### src/rtl/b01_serial_fsm.sv
// ITC'99 b01 serial-input state machine: two serial streams drive an 8-state FSM
// with registered result (outp) and overflow (overflw) bits.
module b01_serial_fsm (
  input  logic clock,
  input  logic reset,
  input  logic line1,
  input  logic line2,
  input  logic __obs,
  output logic outp,
  output logic overflw
);

  typedef enum logic [2:0] {
    S_A   = 3'd0,
    S_B   = 3'd1,
    S_C   = 3'd2,
    S_E   = 3'd3,
    S_F   = 3'd4,
    S_G   = 3'd5,
    S_WF0 = 3'd6,
    S_WF1 = 3'd7
  } state_t;

  state_t state_q;
  state_t state_d;
  logic   outp_d;
  logic   overflw_d;

  logic bit_xor;
  logic bit_and;
  logic bit_or;

  // The observation hook has no functional role; it is tied off here.
  logic unused_obs;
  assign unused_obs = __obs;

  assign bit_xor = line1 ^ line2;
  assign bit_and = line1 & line2;
  assign bit_or  = line1 | line2;

  // State and output registers.
  always_ff @(posedge clock or posedge reset) begin
    if (reset) begin
      state_q <= S_A;
      outp    <= 1'b0;
      overflw <= 1'b0;
    end else begin
      state_q <= state_d;
      outp    <= outp_d;
      overflw <= overflw_d;
    end
  end

  // Next-state and next-output selection.
  always_comb begin
    state_d   = S_A;
    outp_d    = 1'b0;
    overflw_d = 1'b0;
    case (state_q)
      S_A: begin
        state_d = bit_and ? S_F : S_B;
        outp_d  = bit_xor;
      end
      S_E: begin
        state_d   = bit_and ? S_F : S_B;
        outp_d    = bit_xor;
        overflw_d = 1'b1;
      end
      S_B: begin
        state_d = bit_and ? S_G : S_C;
        outp_d  = ~bit_xor;
      end
      S_F: begin
        state_d = bit_or ? S_G : S_C;
        outp_d  = ~bit_xor;
      end
      S_C: begin
        state_d = bit_and ? S_WF1 : S_WF0;
        outp_d  = bit_xor;
      end
      S_G: begin
        state_d = bit_or ? S_WF1 : S_WF0;
        outp_d  = ~bit_xor;
      end
      S_WF0: begin
        state_d = bit_and ? S_E : S_A;
        outp_d  = bit_xor;
      end
      S_WF1: begin
        state_d = bit_or ? S_E : S_A;
        outp_d  = ~bit_xor;
      end
      default: begin
        state_d   = S_A;
        outp_d    = 1'b0;
        overflw_d = 1'b0;
      end
    endcase
  end

endmodule

### config.mk
export PLATFORM = sky130hd
export DESIGN_NAME = b01_serial_fsm
export DESIGN_NICKNAME = d
export VERILOG_FILES = /design/src/rtl/b01_serial_fsm.sv
export SDC_FILE = /design/constraint.sdc
export NUM_CORES = 1
export LEC_CHECK = 0
export CAP_MARGIN = 20
export CORE_AREA = 2 2 39 41
export CTS_CLUSTER_SIZE = 14
export DETAILED_ROUTE_END_ITERATION = 10
export DIE_AREA = 0 0 41 43
export HOLD_SLACK_MARGIN = 0.03
export SETUP_SLACK_MARGIN = 0.1
export SKIP_LAST_GASP = 1
export SLEW_MARGIN = 20
export SYNTH_ARGS = -nofsm -noshare
export SYNTH_HDL_FRONTEND = slang
export SYNTH_SLANG_ARGS = --single-unit
export TNS_END_PERCENT = 1
### constraint.sdc
create_clock -name clock -period 3.25 [get_ports clock]
set_input_delay 0.975 -clock clock [delete_from_list [all_inputs] [get_ports clock]]
set_output_delay 0.975 -clock clock [all_outputs]
set_load 0.03 [all_outputs]
==> qor.txt <==
=====================================================================================
Result of the run ...................................................... finished clean
Maximum level of the CTS H-tree ........................................            1
Mean Syn Cell Area .....................................................   9.94 sq um
DRC viols ..............................................................            0
Actual slew at the worst max-slew pin ..................................     0.299 ns
Buffers inserted during post-CTS setup optimization ....................            0
Starting density of the core ...........................................        24.4%
Cell area after technology mapping .....................................    338 sq um
Hold/Removal Path Class ................................................ flop to flop
Max_slew headroom ......................................................        80.0%
Highest clock frequency the design can meet ............................      456 MHz
Die height .............................................................        43 um
Clk Latency, worst-skew pair ...........................................      0.24 ns
Layout cells sized above 1 .............................................        16.7%
Maximum fanout along the worst path ....................................            1
Bufs and invs on worst path ............................................            1
Post-cts sizing count ..................................................            0
Leak pwr ...............................................................     0.187 nW
Worst path cell trace .................................................. clkdlybuf4s50_1
Vias per Instance ......................................................         4.33
Post-route design area .................................................    423 sq um
Routed wire length .....................................................       569 um
Distinct cells, synth ..................................................           18
WS Path Type ........................................................... flop to primary output
Via count of the first global-routing pass .............................          229
Fraction of the yosys area taken by sequential cells ...................        37.0%
Antenna Nets Post-Route ................................................            0
IO Pins ................................................................            7
FILL cells .............................................................          155
Post-Synthesis Net Count ...............................................           41
Number of buffers created by CTS .......................................            3
Maximum single-stage delay on the critical path ........................      0.66 ns
GP Congestion ..........................................................        0.796
Vias after detailed routing ............................................          251
Overall die area ....................................................... 0.00176 sq mm
WL/cell ................................................................      9.81 um
I/O Buffers ............................................................            5
Core area .............................................................. 0.00138 sq mm
Post-Route Skew ........................................................   0.00460 ns
Horiz. Die Dim .........................................................        41 um
Slowest library cell on the worst path ................................. sky130_fd_sc_hd__clkdlybuf4s50_1
Max-cap check violation count ..........................................            0
Antenna violations before repair .......................................            0
Number of iterations in the first detailed-routing pass ................            3
Gate count of the mapped netlist .......................................           34
Cell area after placement ..............................................    397 sq um
Final number of max-transition violations ..............................            0
Time the final worst path needs with I/O delays and setup ..............      2.19 ns
Buffers from clock root to sink, at most ...............................            2
Clock tree from TritonCTS ..............................................         done
Total Nets Final .......................................................           50
Diode count ............................................................            0
Setup repair after global routing missed its margin ....................        false
Part of the cycle the worst path needs .................................        67.4%
Ratio of total power to cell area ......................................  955 mW/mm^2
Clk slew on worst S/H paths ............................................      0.05 ns
Buffer type at the clock tree root ..................................... sky130_fd_sc_hd__clkbuf_4
Peak VDD IR ............................................................     0.239 mV
Largest net degree at the start of global routing ......................            9
Grt total ovfl .........................................................            0
CP Data Arrival Time ...................................................      1.22 ns
Syn. warnings ..........................................................            0
Accumulated negative setup slack .......................................         0 ns
Count of routing violations after the opening detailed-route iteration .            1
WP data required .......................................................      2.27 ns
Worst path setup slack after routing ...................................      1.06 ns
First-pass GRT wire length .............................................      1080 um
Setup-violating endpoint count in the final report .....................            0
Sinks on the clock net .................................................            5
Sort of element at the end of the critical path ........................ primary output
Startpoint type of the worst setup path ................................         flop
Final HPWL DP ..........................................................       415 um
Yosys reg bits .........................................................            5
Final-report hold violation count ......................................            0
Area added between synthesis and finish ................................        25.2%
Number of hold-repair buffers added at the cts stage ...................            0
Standard-cell rows .....................................................           14
Overall global routing resource usage ..................................        9.55%
Pre-CTS WS .............................................................     0.944 ns
Top delay family on crit path .......................................... buffers and inverters
=====================================================================================
==> sequential cells by signal, indices dropped and copies added, names as in the netlist <==
| name | cells |
|---|---|
| overflw | 1 |
| state_q | 3 |
| outp | 1 |
==> cell usage in the layout, fill, tap and decap left out, types with 2 or more instances in the layout <==
master,netlist,routed
sky130_fd_sc_hd__clkdlybuf4s50_1,0,5
sky130_fd_sc_hd__nor2_1,5,5
sky130_fd_sc_hd__clkbuf_4,0,3
sky130_fd_sc_hd__inv_1,5,5
sky130_fd_sc_hd__dfrtp_1,5,5
sky130_fd_sc_hd__a21oi_1,2,2
sky130_fd_sc_hd__ha_1,2,2
sky130_fd_sc_hd__nand2_1,3,3
==> cells by family after synthesis <==
group                    share of synthesized area, %
AND/OR/NAND/NOR                                  19.6
AO/OA/AOI/OAI                                    24.4
buffers and inverters                            8.89
flip-flops                                       37.0
adder cells (fa/ha/maj)                          7.41
XOR/XNOR                                         2.59
==> area by class of cell <==
cell class	instances	area, sq um	share of cell area [%]
Multi-Input combinational cell	23	183	43.2
Clock buffer	4	26.3	6.21
Tap cell	16	20.0	4.73
Timing Repair Buffer	5	50.0	11.8
Sequential cell	5	125	29.6
Inverter	5	18.8	4.44
==> report_power, final <==
part	leakage, nW	internal (W)	total, W	switching, W
Clock	0.0150	0.0000465	0.0000723	0.0000259
Combinational	0.112	0.0000938	0.000194	0.000100
Sequential	0.0602	0.0000946	0.000137	0.0000427
Total	0.187	0.000235	0.000404	0.000169
==> path summary, 6_finish.rpt <==
check	start	endpoint	slack [ns]	depth (start not counted)
min reg2reg	state_q[2]	overflw	0.61	1
max in group asynchronous	reset	state_q[1]	2.14	2
min	state_q[2]	overflw	0.61	1
min in group asynchronous	reset	state_q[0]	0.93	2
max reg2reg	state_q[2]	state_q[0]	2.05	3
max	outp	outp	1.06	1
==> routing by layer <==
metal | vias to the layer above | GRT usage, % | share of wire (%)
met5 | - | 0 | 0
li1 | 129 | - | -
met1 | 114 | 11.6 | 43
met2 | 8 | 11.9 | 50
met3 | 0 | 4.71 | 6.3
met4 | 0 | 8.00 | 0
==> Yosys cell counts <==
master                      n  area share, %
sky130_fd_sc_hd__nor3_2     1            3.0
sky130_fd_sc_hd__dfrtp_1    5             37
sky130_fd_sc_hd__a21oi_1    2            3.0
sky130_fd_sc_hd__a211oi_2   1            3.7
sky130_fd_sc_hd__ha_1       2            7.4
sky130_fd_sc_hd__o21bai_1   1            2.2
sky130_fd_sc_hd__nor2_1     5            5.6
sky130_fd_sc_hd__nand2b_1   1            1.9
sky130_fd_sc_hd__a2111oi_4  1            8.1
sky130_fd_sc_hd__or2_1      1            1.9
sky130_fd_sc_hd__buf_6      1            3.3
sky130_fd_sc_hd__inv_1      5            5.6
sky130_fd_sc_hd__xor2_1     1            2.6
sky130_fd_sc_hd__nor2b_4    1            4.1
sky130_fd_sc_hd__nand2_1    3            3.3
sky130_fd_sc_hd__a2bb2oi_1  1            2.6
sky130_fd_sc_hd__a211oi_1   1            2.2
sky130_fd_sc_hd__o221ai_1   1            2.6
==> stage by stage <==
| stage | cells | total power, W | hold WS [ns] | util, % |
|---|---|---|---|---|
| floorplan | 34 | 0.000295 | 0.511 | - |
| global placement | 54 | 0.000332 | 0.583 | 28.7 |
| detailed placement | 54 | 0.000332 | 0.592 | 28.7 |
| CTS | 58 | 0.000411 | 0.607 | 30.6 |
| global route | 58 | 0.000450 | 0.656 | 30.6 |
| finish | 58 | 0.000404 | 0.607 | 30.6 |
Note: power is estimated with default switching activity, not from simulation.
